==> src/rtl/axi_lite_master_bridge_if.sv <==
// axi_lite_master_bridge_if: command/response stream plus AXI4-Lite master channels of the bridge
interface axi_lite_master_bridge_if #(
  parameter int C_M_AXI_ADDR_WIDTH = 32,
  parameter int C_M_AXI_DATA_WIDTH = 32
);
  logic                            CMD_VALID, CMD_READY, CMD_WR;
  logic [C_M_AXI_ADDR_WIDTH-1:0]   CMD_ADDR;
  logic [C_M_AXI_DATA_WIDTH-1:0]   CMD_WDATA;
  logic [C_M_AXI_DATA_WIDTH/8-1:0] CMD_WSTRB;
  logic                            RSP_VALID, RSP_READY, RSP_WR;
  logic [C_M_AXI_DATA_WIDTH-1:0]   RSP_RDATA;
  logic [1:0]                      RSP_RESP;
  logic [C_M_AXI_ADDR_WIDTH-1:0]   M_AXI_AWADDR;
  logic [2:0]                      M_AXI_AWPROT;
  logic                            M_AXI_AWVALID, M_AXI_AWREADY;
  logic [C_M_AXI_DATA_WIDTH-1:0]   M_AXI_WDATA;
  logic [C_M_AXI_DATA_WIDTH/8-1:0] M_AXI_WSTRB;
  logic                            M_AXI_WVALID, M_AXI_WREADY;
  logic [1:0]                      M_AXI_BRESP;
  logic                            M_AXI_BVALID, M_AXI_BREADY;
  logic [C_M_AXI_ADDR_WIDTH-1:0]   M_AXI_ARADDR;
  logic [2:0]                      M_AXI_ARPROT;
  logic                            M_AXI_ARVALID, M_AXI_ARREADY;
  logic [C_M_AXI_DATA_WIDTH-1:0]   M_AXI_RDATA;
  logic [1:0]                      M_AXI_RRESP;
  logic                            M_AXI_RVALID, M_AXI_RREADY;
  modport master (
    input  CMD_VALID, CMD_WR, CMD_ADDR, CMD_WDATA, CMD_WSTRB, RSP_READY,
           M_AXI_AWREADY, M_AXI_WREADY, M_AXI_BRESP, M_AXI_BVALID,
           M_AXI_ARREADY, M_AXI_RDATA, M_AXI_RRESP, M_AXI_RVALID,
    output CMD_READY, RSP_VALID, RSP_WR, RSP_RDATA, RSP_RESP,
           M_AXI_AWADDR, M_AXI_AWPROT, M_AXI_AWVALID, M_AXI_WDATA, M_AXI_WSTRB, M_AXI_WVALID,
           M_AXI_BREADY, M_AXI_ARADDR, M_AXI_ARPROT, M_AXI_ARVALID, M_AXI_RREADY
  );
  modport slave (
    output CMD_VALID, CMD_WR, CMD_ADDR, CMD_WDATA, CMD_WSTRB, RSP_READY,
           M_AXI_AWREADY, M_AXI_WREADY, M_AXI_BRESP, M_AXI_BVALID,
           M_AXI_ARREADY, M_AXI_RDATA, M_AXI_RRESP, M_AXI_RVALID,
    input  CMD_READY, RSP_VALID, RSP_WR, RSP_RDATA, RSP_RESP,
           M_AXI_AWADDR, M_AXI_AWPROT, M_AXI_AWVALID, M_AXI_WDATA, M_AXI_WSTRB, M_AXI_WVALID,
           M_AXI_BREADY, M_AXI_ARADDR, M_AXI_ARPROT, M_AXI_ARVALID, M_AXI_RREADY
  );
endinterface

==> src/rtl/axi_lite_master_bridge.sv <==
// axi_lite_master_bridge: single-beat command stream to AXI4-Lite master, with range check and handshake watchdog
module axi_lite_master_bridge #(
  parameter int          C_M_AXI_ADDR_WIDTH = 32,
  parameter int          C_M_AXI_DATA_WIDTH = 32,
  parameter logic [31:0] C_TARGET_BASE_ADDR = 32'h0000_0000,
  parameter logic [31:0] C_TARGET_HIGH_ADDR = 32'h0000_FFFF,
  parameter int          C_TIMEOUT_CYCLES   = 256
) (
  input  logic                            ACLK,
  input  logic                            ARESET,
  axi_lite_master_bridge_if.master        bus,
  output logic                            TIMEOUT_ERR
);
  localparam int AW  = C_M_AXI_ADDR_WIDTH;
  localparam int DW  = C_M_AXI_DATA_WIDTH;
  localparam int LSB = $clog2(DW / 8);
  localparam int CW  = $clog2(C_TIMEOUT_CYCLES + 1);
  localparam logic [AW-1:0] base_addr = AW'(C_TARGET_BASE_ADDR);
  localparam logic [AW-1:0] span      = AW'(C_TARGET_HIGH_ADDR - C_TARGET_BASE_ADDR);
  localparam logic [CW-1:0] limit     = CW'(C_TIMEOUT_CYCLES);
  typedef enum logic [2:0] {IDLE, WR, WB, RA, RD, RSP} state_t;
  state_t          state, state_nx;
  logic            aw_pend, w_pend, cmd_ok, wait_st, rsp_wr;
  logic [AW-1:0]   addr;
  logic [DW-1:0]   wdata, rdata;
  logic [DW/8-1:0] wstrb;
  logic [1:0]      resp;
  logic [CW-1:0]   cnt, cnt_nx;
  // offset compare covers both bounds without a constant-true check when the base is zero
  assign cmd_ok  = ((bus.CMD_ADDR - base_addr) <= span) && (bus.CMD_ADDR[LSB-1:0] == '0);
  assign wait_st = state inside {WR, WB, RA, RD};
  always_ff @(posedge ACLK)
    state <= ARESET ? IDLE : state_nx;
  always_comb begin
    state_nx = state;
    case (state)
      IDLE:    state_nx = !bus.CMD_VALID ? IDLE : !cmd_ok ? RSP : bus.CMD_WR ? WR : RA;
      WR:      state_nx = ((!aw_pend || bus.M_AXI_AWREADY) && (!w_pend || bus.M_AXI_WREADY)) ? WB : WR;
      WB:      state_nx = bus.M_AXI_BVALID ? RSP : WB;
      RA:      state_nx = bus.M_AXI_ARREADY ? RD : RA;
      RD:      state_nx = bus.M_AXI_RVALID ? RSP : RD;
      RSP:     state_nx = bus.RSP_READY ? IDLE : RSP;
      default: state_nx = IDLE;
    endcase
    cnt_nx = (state_nx != state) ? '0 : (wait_st && cnt != limit) ? cnt + 1'b1 : cnt;
  end
  always_ff @(posedge ACLK) begin
    if (ARESET) begin
      aw_pend     <= 1'b0;
      w_pend      <= 1'b0;
      addr        <= '0;
      wdata       <= '0;
      wstrb       <= '0;
      rdata       <= '0;
      resp        <= 2'b00;
      rsp_wr      <= 1'b0;
      cnt         <= '0;
      TIMEOUT_ERR <= 1'b0;
    end else begin
      cnt         <= cnt_nx;
      TIMEOUT_ERR <= TIMEOUT_ERR || (cnt_nx == limit);
      if (state == IDLE && bus.CMD_VALID) begin
        addr    <= bus.CMD_ADDR;
        wdata   <= bus.CMD_WDATA;
        wstrb   <= bus.CMD_WSTRB;
        rsp_wr  <= bus.CMD_WR;
        aw_pend <= cmd_ok && bus.CMD_WR;
        w_pend  <= cmd_ok && bus.CMD_WR;
        rdata   <= '0;
        resp    <= cmd_ok ? 2'b00 : 2'b11;
      end
      if (state == WR && bus.M_AXI_AWREADY) aw_pend <= 1'b0;
      if (state == WR && bus.M_AXI_WREADY) w_pend <= 1'b0;
      if (state == WB && bus.M_AXI_BVALID) begin
        resp  <= bus.M_AXI_BRESP;
        rdata <= '0;
      end
      if (state == RD && bus.M_AXI_RVALID) begin
        resp  <= bus.M_AXI_RRESP;
        rdata <= bus.M_AXI_RDATA;
      end
    end
  end
  assign bus.CMD_READY     = state == IDLE;
  assign bus.RSP_VALID     = state == RSP;
  assign bus.RSP_WR        = rsp_wr;
  assign bus.RSP_RDATA     = rdata;
  assign bus.RSP_RESP      = resp;
  assign bus.M_AXI_AWADDR  = addr;
  assign bus.M_AXI_AWPROT  = 3'b000;
  assign bus.M_AXI_AWVALID = state == WR && aw_pend;
  assign bus.M_AXI_WDATA   = wdata;
  assign bus.M_AXI_WSTRB   = wstrb;
  assign bus.M_AXI_WVALID  = state == WR && w_pend;
  assign bus.M_AXI_BREADY  = state == WB;
  assign bus.M_AXI_ARADDR  = addr;
  assign bus.M_AXI_ARPROT  = 3'b000;
  assign bus.M_AXI_ARVALID = state == RA;
  assign bus.M_AXI_RREADY  = state == RD;
endmodule

==> src/flat_wrapper.sv <==
// flat-port wrapper written by rule: the top's interface ports become plain ports
module axi_lite_master_bridge_flat 
#(
  parameter int          C_M_AXI_ADDR_WIDTH = 32,
  parameter int          C_M_AXI_DATA_WIDTH = 32,
  parameter logic [31:0] C_TARGET_BASE_ADDR = 32'h0000_0000,
  parameter logic [31:0] C_TARGET_HIGH_ADDR = 32'h0000_FFFF,
  parameter int          C_TIMEOUT_CYCLES   = 256
)
  (ACLK, ARESET, TIMEOUT_ERR, bus_CMD_VALID, bus_CMD_WR, bus_CMD_ADDR, bus_CMD_WDATA, bus_CMD_WSTRB, bus_RSP_READY, bus_M_AXI_AWREADY, bus_M_AXI_WREADY, bus_M_AXI_BRESP, bus_M_AXI_BVALID, bus_M_AXI_ARREADY, bus_M_AXI_RDATA, bus_M_AXI_RRESP, bus_M_AXI_RVALID, bus_CMD_READY, bus_RSP_VALID, bus_RSP_WR, bus_RSP_RDATA, bus_RSP_RESP, bus_M_AXI_AWADDR, bus_M_AXI_AWPROT, bus_M_AXI_AWVALID, bus_M_AXI_WDATA, bus_M_AXI_WSTRB, bus_M_AXI_WVALID, bus_M_AXI_BREADY, bus_M_AXI_ARADDR, bus_M_AXI_ARPROT, bus_M_AXI_ARVALID, bus_M_AXI_RREADY);
  axi_lite_master_bridge_if #(.C_M_AXI_ADDR_WIDTH(C_M_AXI_ADDR_WIDTH), .C_M_AXI_DATA_WIDTH(C_M_AXI_DATA_WIDTH)) bus_i ();
  input  logic ACLK;
  input  logic ARESET;
  output logic TIMEOUT_ERR;
  input wire logic [$bits(bus_i.CMD_VALID)-1:0] bus_CMD_VALID;
  input wire logic [$bits(bus_i.CMD_WR)-1:0] bus_CMD_WR;
  input wire logic [$bits(bus_i.CMD_ADDR)-1:0] bus_CMD_ADDR;
  input wire logic [$bits(bus_i.CMD_WDATA)-1:0] bus_CMD_WDATA;
  input wire logic [$bits(bus_i.CMD_WSTRB)-1:0] bus_CMD_WSTRB;
  input wire logic [$bits(bus_i.RSP_READY)-1:0] bus_RSP_READY;
  input wire logic [$bits(bus_i.M_AXI_AWREADY)-1:0] bus_M_AXI_AWREADY;
  input wire logic [$bits(bus_i.M_AXI_WREADY)-1:0] bus_M_AXI_WREADY;
  input wire logic [$bits(bus_i.M_AXI_BRESP)-1:0] bus_M_AXI_BRESP;
  input wire logic [$bits(bus_i.M_AXI_BVALID)-1:0] bus_M_AXI_BVALID;
  input wire logic [$bits(bus_i.M_AXI_ARREADY)-1:0] bus_M_AXI_ARREADY;
  input wire logic [$bits(bus_i.M_AXI_RDATA)-1:0] bus_M_AXI_RDATA;
  input wire logic [$bits(bus_i.M_AXI_RRESP)-1:0] bus_M_AXI_RRESP;
  input wire logic [$bits(bus_i.M_AXI_RVALID)-1:0] bus_M_AXI_RVALID;
  output wire logic [$bits(bus_i.CMD_READY)-1:0] bus_CMD_READY;
  output wire logic [$bits(bus_i.RSP_VALID)-1:0] bus_RSP_VALID;
  output wire logic [$bits(bus_i.RSP_WR)-1:0] bus_RSP_WR;
  output wire logic [$bits(bus_i.RSP_RDATA)-1:0] bus_RSP_RDATA;
  output wire logic [$bits(bus_i.RSP_RESP)-1:0] bus_RSP_RESP;
  output wire logic [$bits(bus_i.M_AXI_AWADDR)-1:0] bus_M_AXI_AWADDR;
  output wire logic [$bits(bus_i.M_AXI_AWPROT)-1:0] bus_M_AXI_AWPROT;
  output wire logic [$bits(bus_i.M_AXI_AWVALID)-1:0] bus_M_AXI_AWVALID;
  output wire logic [$bits(bus_i.M_AXI_WDATA)-1:0] bus_M_AXI_WDATA;
  output wire logic [$bits(bus_i.M_AXI_WSTRB)-1:0] bus_M_AXI_WSTRB;
  output wire logic [$bits(bus_i.M_AXI_WVALID)-1:0] bus_M_AXI_WVALID;
  output wire logic [$bits(bus_i.M_AXI_BREADY)-1:0] bus_M_AXI_BREADY;
  output wire logic [$bits(bus_i.M_AXI_ARADDR)-1:0] bus_M_AXI_ARADDR;
  output wire logic [$bits(bus_i.M_AXI_ARPROT)-1:0] bus_M_AXI_ARPROT;
  output wire logic [$bits(bus_i.M_AXI_ARVALID)-1:0] bus_M_AXI_ARVALID;
  output wire logic [$bits(bus_i.M_AXI_RREADY)-1:0] bus_M_AXI_RREADY;
  assign bus_i.CMD_VALID = bus_CMD_VALID;
  assign bus_i.CMD_WR = bus_CMD_WR;
  assign bus_i.CMD_ADDR = bus_CMD_ADDR;
  assign bus_i.CMD_WDATA = bus_CMD_WDATA;
  assign bus_i.CMD_WSTRB = bus_CMD_WSTRB;
  assign bus_i.RSP_READY = bus_RSP_READY;
  assign bus_i.M_AXI_AWREADY = bus_M_AXI_AWREADY;
  assign bus_i.M_AXI_WREADY = bus_M_AXI_WREADY;
  assign bus_i.M_AXI_BRESP = bus_M_AXI_BRESP;
  assign bus_i.M_AXI_BVALID = bus_M_AXI_BVALID;
  assign bus_i.M_AXI_ARREADY = bus_M_AXI_ARREADY;
  assign bus_i.M_AXI_RDATA = bus_M_AXI_RDATA;
  assign bus_i.M_AXI_RRESP = bus_M_AXI_RRESP;
  assign bus_i.M_AXI_RVALID = bus_M_AXI_RVALID;
  assign bus_CMD_READY = bus_i.CMD_READY;
  assign bus_RSP_VALID = bus_i.RSP_VALID;
  assign bus_RSP_WR = bus_i.RSP_WR;
  assign bus_RSP_RDATA = bus_i.RSP_RDATA;
  assign bus_RSP_RESP = bus_i.RSP_RESP;
  assign bus_M_AXI_AWADDR = bus_i.M_AXI_AWADDR;
  assign bus_M_AXI_AWPROT = bus_i.M_AXI_AWPROT;
  assign bus_M_AXI_AWVALID = bus_i.M_AXI_AWVALID;
  assign bus_M_AXI_WDATA = bus_i.M_AXI_WDATA;
  assign bus_M_AXI_WSTRB = bus_i.M_AXI_WSTRB;
  assign bus_M_AXI_WVALID = bus_i.M_AXI_WVALID;
  assign bus_M_AXI_BREADY = bus_i.M_AXI_BREADY;
  assign bus_M_AXI_ARADDR = bus_i.M_AXI_ARADDR;
  assign bus_M_AXI_ARPROT = bus_i.M_AXI_ARPROT;
  assign bus_M_AXI_ARVALID = bus_i.M_AXI_ARVALID;
  assign bus_M_AXI_RREADY = bus_i.M_AXI_RREADY;
  axi_lite_master_bridge #(.C_M_AXI_ADDR_WIDTH(C_M_AXI_ADDR_WIDTH), .C_M_AXI_DATA_WIDTH(C_M_AXI_DATA_WIDTH), .C_TARGET_BASE_ADDR(C_TARGET_BASE_ADDR), .C_TARGET_HIGH_ADDR(C_TARGET_HIGH_ADDR), .C_TIMEOUT_CYCLES(C_TIMEOUT_CYCLES)) u_core (.ACLK(ACLK), .ARESET(ARESET), .bus(bus_i), .TIMEOUT_ERR(TIMEOUT_ERR));
endmodule
==> config.mk <==
export PLATFORM = sky130hd
export DESIGN_NAME = axi_lite_master_bridge_flat
export DESIGN_NICKNAME = d
export VERILOG_FILES = /design/src/rtl/axi_lite_master_bridge_if.sv /design/src/rtl/axi_lite_master_bridge.sv /design/src/flat_wrapper.sv
export SDC_FILE = /design/constraint.sdc
export NUM_CORES = 1
export LEC_CHECK = 0
export ABC_AREA = 1
export CAP_MARGIN = 20
export CORE_UTILIZATION = 44
export CTS_BUF_LIST = sky130_fd_sc_hd__clkbuf_4
export CTS_CLUSTER_SIZE = 14
export DETAILED_ROUTE_END_ITERATION = 8
export GPL_ROUTABILITY_DRIVEN = 0
export GPL_TIMING_DRIVEN = 0
export PLACE_DENSITY_LB_ADDON = 0.15
export SYNTH_ARGS = -nofsm -noshare
export SYNTH_HDL_FRONTEND = slang
export SYNTH_SLANG_ARGS = --single-unit
==> constraint.sdc <==
create_clock -name ACLK -period 4.02 [get_ports ACLK]
set_input_delay 0.804 -clock ACLK [delete_from_list [all_inputs] [get_ports ACLK]]
set_output_delay 0.804 -clock ACLK [all_outputs]
set_load 0.1 [all_outputs]
==> impl_metrics.sql <==
INSERT INTO impl_metrics (metric_group, metric, value, unit) VALUES
('timing', 'timing_hold_violations_final', '0', ''),
('cts', 'clock-sinks', '118', ''),
('die', 'floorplan.die.width', '108.8', 'µm'),
('routing', 'drt-pass1-iter-count', '5', ''),
('timing', 'fin_worst_hold_slack', '460.9', 'ps'),
('routing', 'avgRoutedWirePerCell', '13.74', 'µm'),
('timing', 'min_period', '3334', 'ps'),
('critical_path', 'worstPathRequired', '3220', 'ps'),
('synth', 'total_of_flip_flops_plus_latches_after_synthesis', '118', ''),
('place', 'number_of_buffers_inserted_by_port_buffering', '255', ''),
('synth', 'post-synth-top-area-fraction', '47.04', '%'),
('finish', 'fraction_of_layout_cells_with_a_size_suffix_above_1', '9.328', '%'),
('finish', 'most_common_cell_after_layout_fill_and_taps_aside', 'sky130_fd_sc_hd__nand2_1', ''),
('die', 'floorplan.io_pins', '263', ''),
('finish', 'design_area', '0.008018', 'mm²'),
('global_route', 'grt_use_met1', '30.60', '%'),
('finish', 'mostFrequentLayoutCells', 'sky130_fd_sc_hd__nand2_1 (274), sky130_fd_sc_hd__clkdlybuf4s50_1 (255), sky130_fd_sc_hd__dfxtp_1 (118)', ''),
('critical_path', 'crit_path_end_kind', 'output port', ''),
('critical_path', 'startpoint_type', 'flop', ''),
('die', 'placeable_core_region', '0.01098', 'mm²'),
('critical_path', 'timing.rr.start', 'u_core.state[0]', ''),
('cts', 'clkTransAtPathRegs', '90', 'ps'),
('global_route', 'pin_count_of_the_biggest_net_entering_global_routing', '17', ''),
('finish', 'area_of_the_multi_input_gates', '0.002086', 'mm²'),
('global_route', 'grt-ovfl-total', '0', ''),
('timing', 'transition_time_of_the_tightest_slew_check_pin', '1049', 'ps'),
('critical_path', 'crit_type', 'reg -> out', ''),
('timing', 'timing.final.setup_violations', '0', ''),
('synth', 'synth-warning-count', '0', ''),
('timing', 'rsz0062_at_grt', 'false', ''),
('finish', 'final-seq-area', '0.002362', 'mm²'),
('global_route', 'grt_most_used_layer', 'met2', ''),
('global_route', 'grt_pass1_wl', '24540', 'µm'),
('routing', 'detailroute.via_count', '5375', ''),
('pwr', 'power-per-cell-area', '534.2', 'mW/mm²'),
('synth', 'seq_area_frac_synth', '47.04', '%'),
('synth', 'synth_area_per_cell', '7.114', 'µm²'),
('routing', 'ant_nets', '0', ''),
('routing', 'via_per_inst', '4.723', ''),
('global_route', 'grt_pass1_vias', '5027', ''),
('pwr', 'worst_ir_drop_vdd', '0.3383', 'mV'),
('place', 'dp_hpwl', '12140', 'µm'),
('cts', 'number_of_clock_buffers_inserted_by_tritoncts', '17', ''),
('routing', 'route.final.wire_length', '15640', 'µm'),
('die', 'fp.dieArea', '0.01185', 'mm²'),
('global_route', 'use_met3', '10.22', '%'),
('critical_path', 'crit_path_max_fanout', '7', ''),
('timing', 'maxClockFrequency', '299.9', 'MHz'),
('global_route', 'antenna_found_initial', '1', ''),
('finish', 'area_delta_synth_final', '59.64', '%'),
('cts', 'postCtsHoldBufs', '0', ''),
('synth', 'post_synth_main_area_contributors', 'sky130_fd_sc_hd__dfxtp_1 (47%), sky130_fd_sc_hd__nand2_1 (20%), sky130_fd_sc_hd__a21oi_1 (11%), sky130_fd_sc_hd__buf_4 (5.7%), sky130_fd_sc_hd__inv_1 (3.0%)', ''),
('cts', 'cts-resized-gates', '0', ''),
('timing', 'timing.clock.skew', '21.54', 'ps'),
('cts', 'clock_tree_from_tritoncts', 'done', ''),
('finish', 'postLayoutCoreUtil', '73.00', '%'),
('job', 'cap_violations', '0', ''),
('synth', 'yosysTopAreaCell', 'sky130_fd_sc_hd__dfxtp_1', ''),
('pwr', 'p_leak', '3.186', 'nW'),
('global_route', 'globalRouteMet2Util', '46.61', '%'),
('synth', 'synthDistinctLibCells', '28', ''),
('place', 'dpl_cell_area', '0.007769', 'mm²'),
('finish', 'fillerInstances', '927', ''),
('pwr', 'p_total', '0.004283', 'W'),
('global_route', 'global_route.usage.total', '27.20', '%'),
('finish', 'design.final.nets', '1101', ''),
('routing', 'detail_route.drc_violations', '0', ''),
('synth', 'netlist_area', '0.005022', 'mm²'),
('critical_path', 'worst_ep_arrival', '2530', 'ps'),
('min_path', 'worstHoldPathType', 'reg -> reg', ''),
('run_status', 'status', 'finished, final reports clean', '');
[cell type report]
| class | count | share of cell area [%] |
|---|---|---|
| sequential | 118 | 29.46 |
| tap | 140 | 2.185 |
| buffer | 73 | 5.306 |
| multi-input combinational | 476 | 26.01 |
| timing repair buffer | 255 | 31.84 |
| antenna | 1 | 0.03121 |
| clock inverter | 13 | 1.389 |
| clock buffer | 18 | 1.685 |
| inverter | 44 | 2.091 |
[where the power goes]
group / internal (W) / leakage (nW) / switching, W
Sequential: 0.00129 / 0.963 / 0.0000856
Clock: 0.000304 / 0.119 / 0.000467
Combinational: 0.000532 / 2.10 / 0.00161
Total: 0.00212 / 3.19 / 0.00216
[sequential cells by signal, indices dropped and copies added (netlist names)]
name and count:
u_core.TIMEOUT_ERR 1, u_core.aw_pend 1, u_core.bus.M_AXI_ARADDR 32, u_core.bus.M_AXI_WDATA 32
u_core.bus.M_AXI_WSTRB 4, u_core.bus.RSP_RDATA 32, u_core.bus.RSP_RESP 2, u_core.bus.RSP_WR 1
u_core.cnt 9, u_core.state 3, u_core.w_pend 1
[critical path: stages, from the launching register on]
cell	delay, ps
sky130_fd_sc_hd__dfxtp_1	410
sky130_fd_sc_hd__nor2_2	240
sky130_fd_sc_hd__nand2_1	160
sky130_fd_sc_hd__inv_1	80
sky130_fd_sc_hd__clkdlybuf4s50_1	1120
[layer usage]
| layer | vias up | wire [µm] |
|---|---|---|
| met5 | - | 0 |
| met4 | 0 | 329 |
| met3 | 27 | 1332 |
| met2 | 189 | 7710 |
| met1 | 2407 | 6262 |
| li1 | 2752 | - |
[kinds of logic (layout without fill, tap and decap cells)]
| family | count (synthesis) | in the layout | synth area share (%) |
|---|---|---|---|
| fa+ha+maj | 2 | 2 | 0.4982 |
| compound gates | 119 | 119 | 12.21 |
| xor+xnor | 1 | 1 | 0.1744 |
| buf+inv | 117 | 403 | 11.81 |
| other cells | 1 | 7 | 0.07467 |
| simple gates | 348 | 348 | 28.20 |
| flops | 118 | 118 | 47.04 |
[worst paths after layout]
check                                      to  slack (ps)  depth (start not counted)
hold / removal             u_core.TIMEOUT_ERR         460                          2
hold reg to reg            u_core.TIMEOUT_ERR         460                          2
setup / recovery             bus_M_AXI_RREADY         690                          4
setup reg to reg  u_core.bus.M_AXI_ARADDR[12]        2200                          6
[Yosys cell counts]
library cell and number:
sky130_fd_sc_hd__a21oi_1 106, sky130_fd_sc_hd__a221oi_1 2, sky130_fd_sc_hd__a41oi_1 1, sky130_fd_sc_hd__buf_1 2, sky130_fd_sc_hd__buf_2 7, sky130_fd_sc_hd__buf_4 38, sky130_fd_sc_hd__clkbuf_1 26, sky130_fd_sc_hd__conb_1 1
sky130_fd_sc_hd__dfxtp_1 118, sky130_fd_sc_hd__ha_1 2, sky130_fd_sc_hd__inv_1 40, sky130_fd_sc_hd__inv_2 3, sky130_fd_sc_hd__inv_4 1, sky130_fd_sc_hd__nand2_1 274, sky130_fd_sc_hd__nand2_2 2, sky130_fd_sc_hd__nand2_4 1
sky130_fd_sc_hd__nand3_1 15, sky130_fd_sc_hd__nand3_2 4, sky130_fd_sc_hd__nand3_4 1, sky130_fd_sc_hd__nand4_1 7, sky130_fd_sc_hd__nor2_1 31, sky130_fd_sc_hd__nor2_2 5, sky130_fd_sc_hd__nor3_1 8, sky130_fd_sc_hd__o21ai_0 6
sky130_fd_sc_hd__o21ai_1 1, sky130_fd_sc_hd__o21ai_2 1, sky130_fd_sc_hd__o22ai_1 2, sky130_fd_sc_hd__xor2_1 1
[per-stage QoR]
step                std cells  worst slack [ps]
floorplan                 711             668.2
global placement         1106              1245
detailed placement       1106              1223
CTS                      1137             659.7
global route             1138             529.2
finish                   1138             685.7
Power figures use the tool's default switching activity.
